$ cat config.mk
export PLATFORM = sky130hd
export DESIGN_NAME = rh_dma_seq
export DESIGN_NICKNAME = d
export VERILOG_FILES = /design/src/rtl/rh_dma_seq.sv
export SDC_FILE = /design/constraint.sdc
export NUM_CORES = 1
export LEC_CHECK = 0
export CORE_MARGIN = 4
export CORE_UTILIZATION = 40
export DETAILED_ROUTE_END_ITERATION = 16
export GPL_TIMING_DRIVEN = 0
export PLACE_DENSITY = 0.69
export SYNTH_ARGS = -nofsm -noshare
export SYNTH_HDL_FRONTEND = slang
export SYNTH_SLANG_ARGS = --single-unit
$ cat constraint.sdc
create_clock -name clk -period 2.52 [get_ports clk]
set_clock_uncertainty 0.15 [all_clocks]
set_input_delay 0.378 -clock clk [delete_from_list [all_inputs] [get_ports clk]]
set_output_delay 0.378 -clock clk [all_outputs]
set_load 0.05 [all_outputs]
$ cat src/rtl/rh_dma_seq.sv
`default_nettype none
// ============================================================================
// Module      : rh_dma_seq
// Description : RH11 DMA transfer sequencer. Moves one word per bus cycle
//               between the RH11 data buffer and the KS10 bus until WC wraps.
// Revision    : 1.0 - initial release
// ============================================================================
module rh_dma_seq #(
    parameter int TIMEOUT = 255
) (
    input  logic        clk,
    input  logic        rst,
    input  logic        devRESET,
    input  logic        rhCLR,
    input  logic        rhGO,
    input  logic        rhDIR,
    input  logic [15:0] rhWC,
    input  logic        dbufEMPTY,
    input  logic        dbufFULL,
    input  logic        dmaACK,
    output logic        dmaREQ,
    output logic        dmaWR,
    output logic        dbufPOP,
    output logic        dbufPUSH,
    output logic        rhINCWC,
    output logic        rhINCBA,
    output logic        xferBUSY,
    output logic        xferDONE,
    output logic        nxmERR
);

    generate
        if (TIMEOUT < 1 || TIMEOUT > 255) begin : g_bad_timeout
            $error("rh_dma_seq: TIMEOUT must be in 1..255");
        end
    endgenerate

    localparam logic [7:0]  c_TIMEOUT_CNT = 8'(TIMEOUT);
    localparam logic [15:0] c_LAST_WC     = 16'hFFFE;

    typedef enum logic [2:0] {
        ST_IDLE    = 3'd0,
        ST_WAITBUF = 3'd1,
        ST_REQ     = 3'd2,
        ST_INC     = 3'd3,
        ST_DONE    = 3'd4
    } state_t;

    state_t     r_state;
    logic [7:0] r_tocnt;
    logic       r_dir;
    logic       r_last;
    logic       r_req;
    logic       r_pop;
    logic       r_push;
    logic       r_incwc;
    logic       r_incba;
    logic       r_busy;
    logic       r_done;
    logic       r_nxm;

    logic       w_bufrdy;
    logic [7:0] w_tocnt_nxt;

    // Readiness: a bus write needs data to pop, a bus read needs room to push.
    assign w_bufrdy    = rhDIR ? ~dbufEMPTY : ~dbufFULL;
    assign w_tocnt_nxt = r_tocnt + 8'd1;

    always_ff @(posedge clk or negedge rst) begin
        if (!rst) begin
            r_state <= ST_IDLE;
            r_tocnt <= 8'd0;
            r_dir   <= 1'b0;
            r_last  <= 1'b0;
            r_req   <= 1'b0;
            r_pop   <= 1'b0;
            r_push  <= 1'b0;
            r_incwc <= 1'b0;
            r_incba <= 1'b0;
            r_busy  <= 1'b0;
            r_done  <= 1'b0;
            r_nxm   <= 1'b0;
        end else begin
            r_pop   <= 1'b0;
            r_push  <= 1'b0;
            r_incwc <= 1'b0;
            r_incba <= 1'b0;
            r_done  <= 1'b0;
            if (devRESET || rhCLR) begin
                r_state <= ST_IDLE;
                r_req   <= 1'b0;
                r_busy  <= 1'b0;
                r_nxm   <= 1'b0;
            end else begin
                case (r_state)
                    ST_IDLE: begin
                        if (rhGO) begin
                            r_dir   <= rhDIR;
                            r_nxm   <= 1'b0;
                            r_busy  <= 1'b1;
                            r_state <= ST_WAITBUF;
                        end
                    end
                    ST_WAITBUF: begin
                        if (w_bufrdy) begin
                            r_tocnt <= 8'd0;
                            r_req   <= 1'b1;
                            r_state <= ST_REQ;
                        end
                    end
                    ST_REQ: begin
                        if (dmaACK) begin
                            r_last  <= (rhWC == c_LAST_WC);
                            r_req   <= 1'b0;
                            r_incwc <= 1'b1;
                            r_incba <= 1'b1;
                            r_pop   <= r_dir;
                            r_push  <= ~r_dir;
                            r_state <= ST_INC;
                        end else if (w_tocnt_nxt == c_TIMEOUT_CNT) begin
                            // Non-existent memory: abandon the word, no strobes.
                            r_tocnt <= w_tocnt_nxt;
                            r_nxm   <= 1'b1;
                            r_req   <= 1'b0;
                            r_done  <= 1'b1;
                            r_state <= ST_DONE;
                        end else begin
                            r_tocnt <= w_tocnt_nxt;
                        end
                    end
                    ST_INC: begin
                        if (r_last) begin
                            r_done  <= 1'b1;
                            r_state <= ST_DONE;
                        end else begin
                            r_state <= ST_WAITBUF;
                        end
                    end
                    ST_DONE: begin
                        r_busy  <= 1'b0;
                        r_state <= ST_IDLE;
                    end
                    default: begin
                        r_req   <= 1'b0;
                        r_busy  <= 1'b0;
                        r_state <= ST_IDLE;
                    end
                endcase
            end
        end
    end

    assign dmaREQ   = r_req;
    assign dmaWR    = r_dir;
    assign dbufPOP  = r_pop;
    assign dbufPUSH = r_push;
    assign rhINCWC  = r_incwc;
    assign rhINCBA  = r_incba;
    assign xferBUSY = r_busy;
    assign xferDONE = r_done;
    assign nxmERR   = r_nxm;

endmodule
`default_nettype wire

### Yosys cells after proc, flatten, opt, wreduce, memory -nomap -nowiden

Index checks and enable logic that the tools add are counted.

| word-level totals | value |
|---|---|
| bits in registers | 20 |

| cells by class | value |
|---|---|
| add/sub/neg operators | 1 |
| eq/ne operators | 15 |
| muxes and demuxes | 38 |
| bitwise operators | 4 |
| reduce and logical (&&, ||, !) cells | 13 |

Operator list:

| operator | number |
|---|---|
| 1-bit two-way mux | 24 |
| 3-bit two-way mux | 6 |
| 16-bit equality test, second input constant | 1 |
| 8-bit two-way mux | 2 |
| 8-bit one-hot mux with 2 select lines | 1 |
| 3-bit != test, second input constant | 4 |
| 3-bit one-hot mux with 4 select lines | 1 |
| 3-bit AND reduction | 4 |
| 8-bit by 1-bit adder with 8-bit output, second input constant | 1 |
| 8-bit equality test, second input constant | 1 |
| 4-bit AND reduction | 2 |
| 3-bit by 2-bit equality test with 1-bit output, second input constant | 2 |
| 1-bit one-hot mux with 2 select lines | 3 |
| 3-bit OR reduction | 2 |
| 2-bit by 1-bit != test with 1-bit output, second input constant | 2 |
| 2-bit != test, second input constant | 2 |
| 4-bit != test, second input constant | 1 |
| 1-bit NOT | 4 |
| 3-bit by 1-bit equality test with 1-bit output, second input constant | 1 |
| 3-bit equality test, second input constant | 1 |
| 3-bit zero test | 1 |
| 1-bit one-hot mux with 3 select lines | 1 |
| 3-bit nonzero test | 1 |
| 2-bit AND reduction | 1 |
| 2 further kinds | 2 |

### Longest topological paths before layout

Gate-level depths: netlist (run 1).

| depth | value |
|---|---|
| depth after elaboration | 6 |
| mapped depth | 7 |

### Worst setup path after synthesis (run 1)

No wires, ideal clock.

| path | value |
|---|---|
| path type | flip-flop to flip-flop |
| from | register r_tocnt[0] |
| to | register r_state[2] |
| setup time | 107 ps |
| data arrival time | 1768 ps |
| required time | 2263 ps |
| setup slack | 495 ps |
| cell stages (with the launch flop) | 7 |
| clock period less this slack | 2025 ps |
| cells stage by stage | dfrtp_1 -> ha_1 -> nand3_1 -> xor2_1 -> a211o_1 -> or2_4 -> a2111oi_4 |

| on the way | value |
|---|---|
| word-level cells in the longest chain between the ends | 4 |

Ends and longest elaborated chain:

| element | line | source |
|---|---|---|
| from (decl) | 50 | `logic [7:0] r_tocnt;` |
| from (signal assigned) | 122 | `r_tocnt <= w_tocnt_nxt;` |
| from (signal assigned) | 128 | `r_tocnt <= w_tocnt_nxt;` |
| 8-bit by 1-bit adder with 8-bit output | 67 | `assign w_tocnt_nxt = r_tocnt + 8'd1;` |
| 8-bit equality test | 120 | `end else if (w_tocnt_nxt == c_TIMEOUT_CNT) begin` |
| 4-bit != test (no line) | -- |  |
| 3-bit AND reduction (no line) | -- |  |
| to (signal assigned) | 71 | `r_state <= ST_IDLE;` |
| to (signal assigned) | 119 | `r_state <= ST_INC;` |
| to (signal assigned) | 126 | `r_state <= ST_DONE;` |
| to (decl) | 49 | `state_t r_state;` |

No other way between the ends.
A chain may end at the register's enable or synchronous reset.

### Worst setup path after layout (run 1)

| path | value |
|---|---|
| from | input port rhCLR |
| to | register r_state[0] |

| on the way | value |
|---|---|
| word-level cells in the longest chain between the ends | 3 |

Ends and longest elaborated chain:

| element | line | source |
|---|---|---|
| from (decl) | 14 | `input logic rhCLR,` |
| 1-bit logical OR (*) | 89 | `if (devRESET \|\| rhCLR) begin` |
| 4-bit != test (no line) or 3-bit != test (tied branches) | -- |  |
| 3-bit AND reduction (no line) | -- |  |
| to (signal assigned) | 90 | `r_state <= ST_IDLE;` |
| to (signal assigned) | 101 | `r_state <= ST_WAITBUF;` |
| to (signal assigned) | 108 | `r_state <= ST_REQ;` |

Mark *: on every way between the ends. The rest lies on a longest branch, timed or not.

==> results.md, run 1 <==
- Worst r2r src: r_tocnt[0]$_DFFE_PN0P_
- Row count: 19
- # IOs: 34
- Status: finished clean
- Die Area: 3800 µm²
- Library cells used by synthesis: 40
- Worst-skew pair later-pin latency: 0.30 ns
- Vias per std cell: 5.79
- Routed wire length: 2.83 mm
- GRT Total Usage: 17.0%
- Post-CTS Resized: 0
- Detailed placer's ending HPWL: 2.20 mm
- Final setup viols: 0
- Minimum clock period: 2.32 ns
- Initial Utilization: 41.7%
- CTS tree: built
- Post-synth top cells: dfrtp_1, o21ai_0, nand2_1, nor2_1, nand3_1
- Critical path startpoint category: primary input
- Number of CTS-inserted buffers: 3
- Fin. max-slew vios: 0
- Hold-fix buffers at CTS: 0
- RSZ-0062 raised after global routing: no
- WL/cell: 14.7 µm
- H-tree lvl count: 1
- FFs w/ async S/R, synth: 100%
- Worst min-delay path startpoint: dmaWR$_DFFE_PN0P_
- Placed Instance Area: 1520 µm²
- Crit path arrival time: 2.40 ns
- Vias: 1118
- Setup CP Type: in2reg
- Core area: 2760 µm²
- Share of the synthesized area in the top cell type: 43.5%
- GP Congestion: 0.860
- Layout area overhead: 34.1%
- Vias in the first global route: 1116
- Share of cells above drive strength 1: 8.64%
- Maximum clock rate: 432 MHz
- Clk pin slew, worst setup/hold paths: 0.11 ns
- Worst Tran Pin Value: 0.895 ns
- Number of synthesized flops with an enable pin: 0
- Initial antenna violation count: 0
- Clock Tree Root: clkbuf_4
- Synth warnings: 0
- Ant diodes: 0
- Mapped Cells: 126
- Worst Setup End Kind: flop
- Fin. Hold Viols: 0
- Setup TNS: 0 ns
- Fill cells: 243
- First-pass DRT Iterations: 4
- Post-route DRC: 0
- Hold Path Sink: dbufPUSH$_DFF_PN0_
- Port Buf Inserts: 33
- Worst VDD drop: 343 µV
- Sequential fraction of the synthesis area: 43.5%
- # Max-Cap Violations: 0
- Largest net degree at the start of global routing: 21
- Multi-input gate area: 604 µm²
- Synth area leader: dfrtp_1
- Reg area: 500 µm²
- CP Max Fanout: 7
- Reg2reg end: xferDONE$_DFF_PN0_
- Flop2flop setup slack: 0.31 ns
- Leading cell type by number of instances after synthesis: dfrtp_1
- Setup bufs post-CTS: 0
- Largest cells by area after synthesis: dfrtp_1, o21ai_0, a2111oi_4
- Final net count: 191
- Hold Crit Class: reg2reg
- Die W: 61.6 µm
- Top FF cell, synth: dfrtp_1
- Die Y-Extent: 61.6 µm
- Required @ worst endpoint: 2.60 ns
- Clk buf depth: 2
- # clock sinks: 20
- Global-route wire length before repair: 4.74 mm
- Headroom to the max-slew limit: 40.2%
- Net Count, Synth: 153
- Routed Antenna Nets: 0
- Synthesized area: 1150 µm²
- Lkg Pwr: 0.627 nW
- Power density over cell area: 403 nW/µm²
- Mapped Avg Cell Area: 9.13 µm²
- Drt first-iter violations: 73
- Post-synthesis register bit count: 20
- Period utilization: 91.9%
- Worst Hold Depth: 1
- Fin area: 1540 µm²
- Total congestion overflow: 0
- Worst r2r path cells: 6
cells in the final DEF (no fill, tap or decap), types with 2 or more instances in the layout:
cell and count:
a2111oi_4 2, and2_1 3, inv_1 5, clkdlybuf4s50_1 33
a31oi_1 2, mux2_2 2, a21oi_1 4, buf_2 2
dfrtp_1 20, nor4_1 2, nand2_1 11, nand4_1 4
ha_1 2, nor2_1 11, nand3_1 7, nand2b_1 4
and3_1 3, o21ai_1 2, o21ai_0 15, nor3_1 4
clkbuf_4 3
critical path, cell delays in order:
cell	delay, ns
clkdlybuf4s50_1	0.41
or2_1	0.22
clkbuf_2	0.19
nor4_1	0.69
o21ai_0	0.29
a2bb2oi_1	0.22
how the worst max path moves through the flow:
| stage | from | end | slack (ns) |
|---|---|---|---|
| floorplan | r_tocnt[0]$_DFFE_PN0P_ | r_state[2]$_DFFE_PN0P_ | 0.50 |
| global placement | rhCLR | r_state[0]$_DFFE_PN0P_ | -0.03 |
| detailed placement | rhCLR | r_state[0]$_DFFE_PN0P_ | -0.10 |
| CTS | rhCLR | r_state[0]$_DFFE_PN0P_ | 0.22 |
| global route | r_tocnt[0]$_DFFE_PN0P_ | xferDONE$_DFF_PN0_ | 0.12 |
| finish | rhCLR | r_state[0]$_DFFE_PN0P_ | 0.20 |
per-layer routing:
layer,vias to the layer above,track usage [%],wire [µm]
li1,538,-,-
met1,531,19.7,1180
met2,41,28.7,1380
met3,8,6.08,225
met4,0,6.36,41
met5,-,0,0
cell families (layout without fill, tap and decap cells):
| logic type | after synthesis | count (layout) | share of synthesized area [%] |
|---|---|---|---|
| compound gates | 34 | 34 | 21.8 |
| xor+xnor | 1 | 1 | 0.762 |
| fa+ha+maj | 2 | 2 | 2.18 |
| buf+inv | 10 | 46 | 3.92 |
| flops | 20 | 20 | 43.5 |
| mux | 3 | 3 | 2.83 |
| simple gates | 56 | 56 | 25.0 |
area by class of cell:
type | instances | area share [%]
Multi-Input combinational cell | 96 | 39.2
Sequential cell | 20 | 32.5
Timing Repair Buffer | 33 | 21.4
Tap cell | 31 | 2.52
Buffer | 5 | 1.70
Clock buffer | 3 | 1.46
Inverter | 5 | 1.22
power by group:
group	internal (W)	switching [W]
combinational	0.0000600	0.0000597
sequential	0.000333	0.0000147
clock	0.0000558	0.0000983
sequential cells by signal (all words and copies together), names as in the netlist:
register,count
r_last,1
rhINCBA,1
r_tocnt,8
dbufPOP,1
dmaWR,1
r_state,3
dmaREQ,1
dbufPUSH,1
xferDONE,1
nxmERR,1
xferBUSY,1
metrics by stage:
step | hold slack [ns] | worst slack (ns) | utilization, % | total power (W) | std cells
5_1_grt | 0.370 | 0.123 | 55.9 | 0.000657 | 193
3_3_place_gp | 0.311 | -0.0327 | 55.1 | 0.000470 | 190
2_1_floorplan | -0.0676 | 0.495 | - | 0.000406 | 126
6_report | 0.345 | 0.203 | 55.9 | 0.000622 | 193
4_1_cts | 0.353 | 0.220 | 55.9 | 0.000627 | 193
3_5_place_dp | 0.336 | -0.104 | 55.1 | 0.000475 | 190
Note: power is estimated with default switching activity, not from simulation.
==> run 2, diff against run 1 <==
- CORE_ASPECT_RATIO: default -> 1.2
==> results.md, run 2 (same netlist as run 1, synthesis figures left out) <==
- Status: finished clean
- Worst VDD drop: 247 µV
- Total congestion overflow: 0
- Port Buf Inserts: 33
- CP max-delay cell: nor4_1
- Maximum clock rate: 448 MHz
- Final setup viols: 0
- GP Congestion: 0.811
- Number of CTS-inserted buffers: 3
- Clock Tree Root: clkbuf_4
- Initial Utilization: 41.3%
- Worst r2r src: r_tocnt[0]$_DFFE_PN0P_
- Critical path startpoint category: primary input
- Max reg flops: 8
- Worst Setup End Kind: flop
- Die Y-Extent: 66.7 µm
- Clk buf depth: 2
- Most frequent cells in the layout: clkdlybuf4s50_1, dfrtp_1, o21ai_0, nand2_1, nor2_1
- Core area: 2790 µm²
- Vias in the first global route: 1210
- Most common cell after layout, fill and taps aside: clkdlybuf4s50_1
- Fin area: 1560 µm²
- Worst-skew pair later-pin latency: 0.30 ns
- Hold Worst Slack: 0.325 ns
- Post-CTS Resized: 0
- Period utilization: 88.6%
- Final net count: 191
- First-pass DRT Iterations: 5
- CTS tree: built
- Hold-fix buffers at CTS: 0
- Power density over cell area: 420 nW/µm²
- Clk pin slew, worst setup/hold paths: 0.11 ns
- Share of cells above drive strength 1: 9.20%
- Detailed placer's ending HPWL: 2.20 mm
- Largest net degree at the start of global routing: 21
- Largest registers: r_tocnt x8, r_state x3
- # IOs: 34
- Placed Instance Area: 1520 µm²
- Fin cells: 197
- Initial antenna violation count: 0
- Drt first-iter violations: 51
- Cells along the critical path: clkdlybuf4s50_1 -> or2_1 -> clkbuf_2 -> nor4_1 -> o21ai_0 -> a2bb2oi_1
- H-tree lvl count: 1
- Row count: 21
- CP Max Fanout: 7
- Setup CP Type: in2reg
- Minimum clock period: 2.23 ns
- Die Area: 3800 µm²
- Largest Register: r_tocnt
- Routed wire length: 2.76 mm
- Worst min-delay path startpoint: dmaWR$_DFFE_PN0P_
- Die W: 56.9 µm
- Headroom to the max-slew limit: 40.7%
- Global-route wire length before repair: 4.75 mm
- Total power: 0.000655 W
- Vias: 1111
- Crit path launch: rhCLR
- Fin. max-slew vios: 0
- Post-route DRC: 0
- Fin. Hold Viols: 0
- GRT Total Usage: 15.8%
- Lkg Pwr: 0.634 nW
- Hold Crit Class: reg2reg
- Worst path max stage delay: 0.61 ns
- # Max-Cap Violations: 0
- DP Cell Count: 193
- WL/cell: 14.0 µm
- Vias per std cell: 5.64
- Layout area overhead: 35.6%
- Crit path arrival time: 2.31 ns
- Worst Tran Pin Value: 0.886 ns
- Required @ worst endpoint: 2.60 ns
- Routed Antenna Nets: 0
- Ant diodes: 0
- # clock sinks: 20
- Setup bufs post-CTS: 0
- RSZ-0062 raised after global routing: no
## run 2: where the power goes
group | internal (W) | leakage [nW] | switching, W | total [W]
Combinational | 0.0000598 | 0.339 | 0.0000586 | 0.000118
Clock | 0.0000882 | 0.0210 | 0.000101 | 0.000189
Sequential | 0.000333 | 0.274 | 0.0000144 | 0.000347
Total | 0.000481 | 0.634 | 0.000174 | 0.000655
## run 2: stage by stage
step,TNS [ns],utilization [%],setup WS (ns)
floorplan,0,-,0.495
global placement,-0.0368,54.7,-0.0368
detailed placement,-0.0469,54.7,-0.0396
CTS,0,56.0,0.269
global route,0,56.0,0.150
finish,0,56.0,0.287
## run 2: worst paths after layout
path                                           to  slack, ns  cells after the start
min                            dbufPUSH$_DFF_PN0_       0.33                      1
min in group asynchronous  r_tocnt[3]$_DFFE_PN0P_       0.41                      1
max in group asynchronous    xferBUSY$_DFFE_PN0P_       1.27                      1
max                        r_state[0]$_DFFE_PN0P_       0.29                      6
min reg2reg                    dbufPUSH$_DFF_PN0_       0.33                      1
max reg2reg                    xferDONE$_DFF_PN0_       0.29                      6
## run 2: critical path: cells and delay by family
| family | cells | cell delay [ns] |
|---|---|---|
| AOI/OAI and AO/OA | 2 | 0.50 |
| and+or+nand+nor | 2 | 0.84 |
| buffers and inverters | 2 | 0.60 |
## run 2: routing by layer
layer	vias to the layer above	GRT usage (%)	part of all wire, %
li1	534	-	-
met1	532	16.4	41
met2	40	29.3	51
met3	5	3.10	6.8
met4	0	8.41	1.6
met5	-	0	0
## run 2: layout make-up
cell class	instances	area (µm²)
Timing Repair Buffer	33	330
Buffer	5	26.3
Tap cell	34	42.5
Clock buffer	4	36.3
Inverter	5	18.8
Fill cell	275	1230
Multi-Input combinational cell	96	604
Sequential cell	20	500
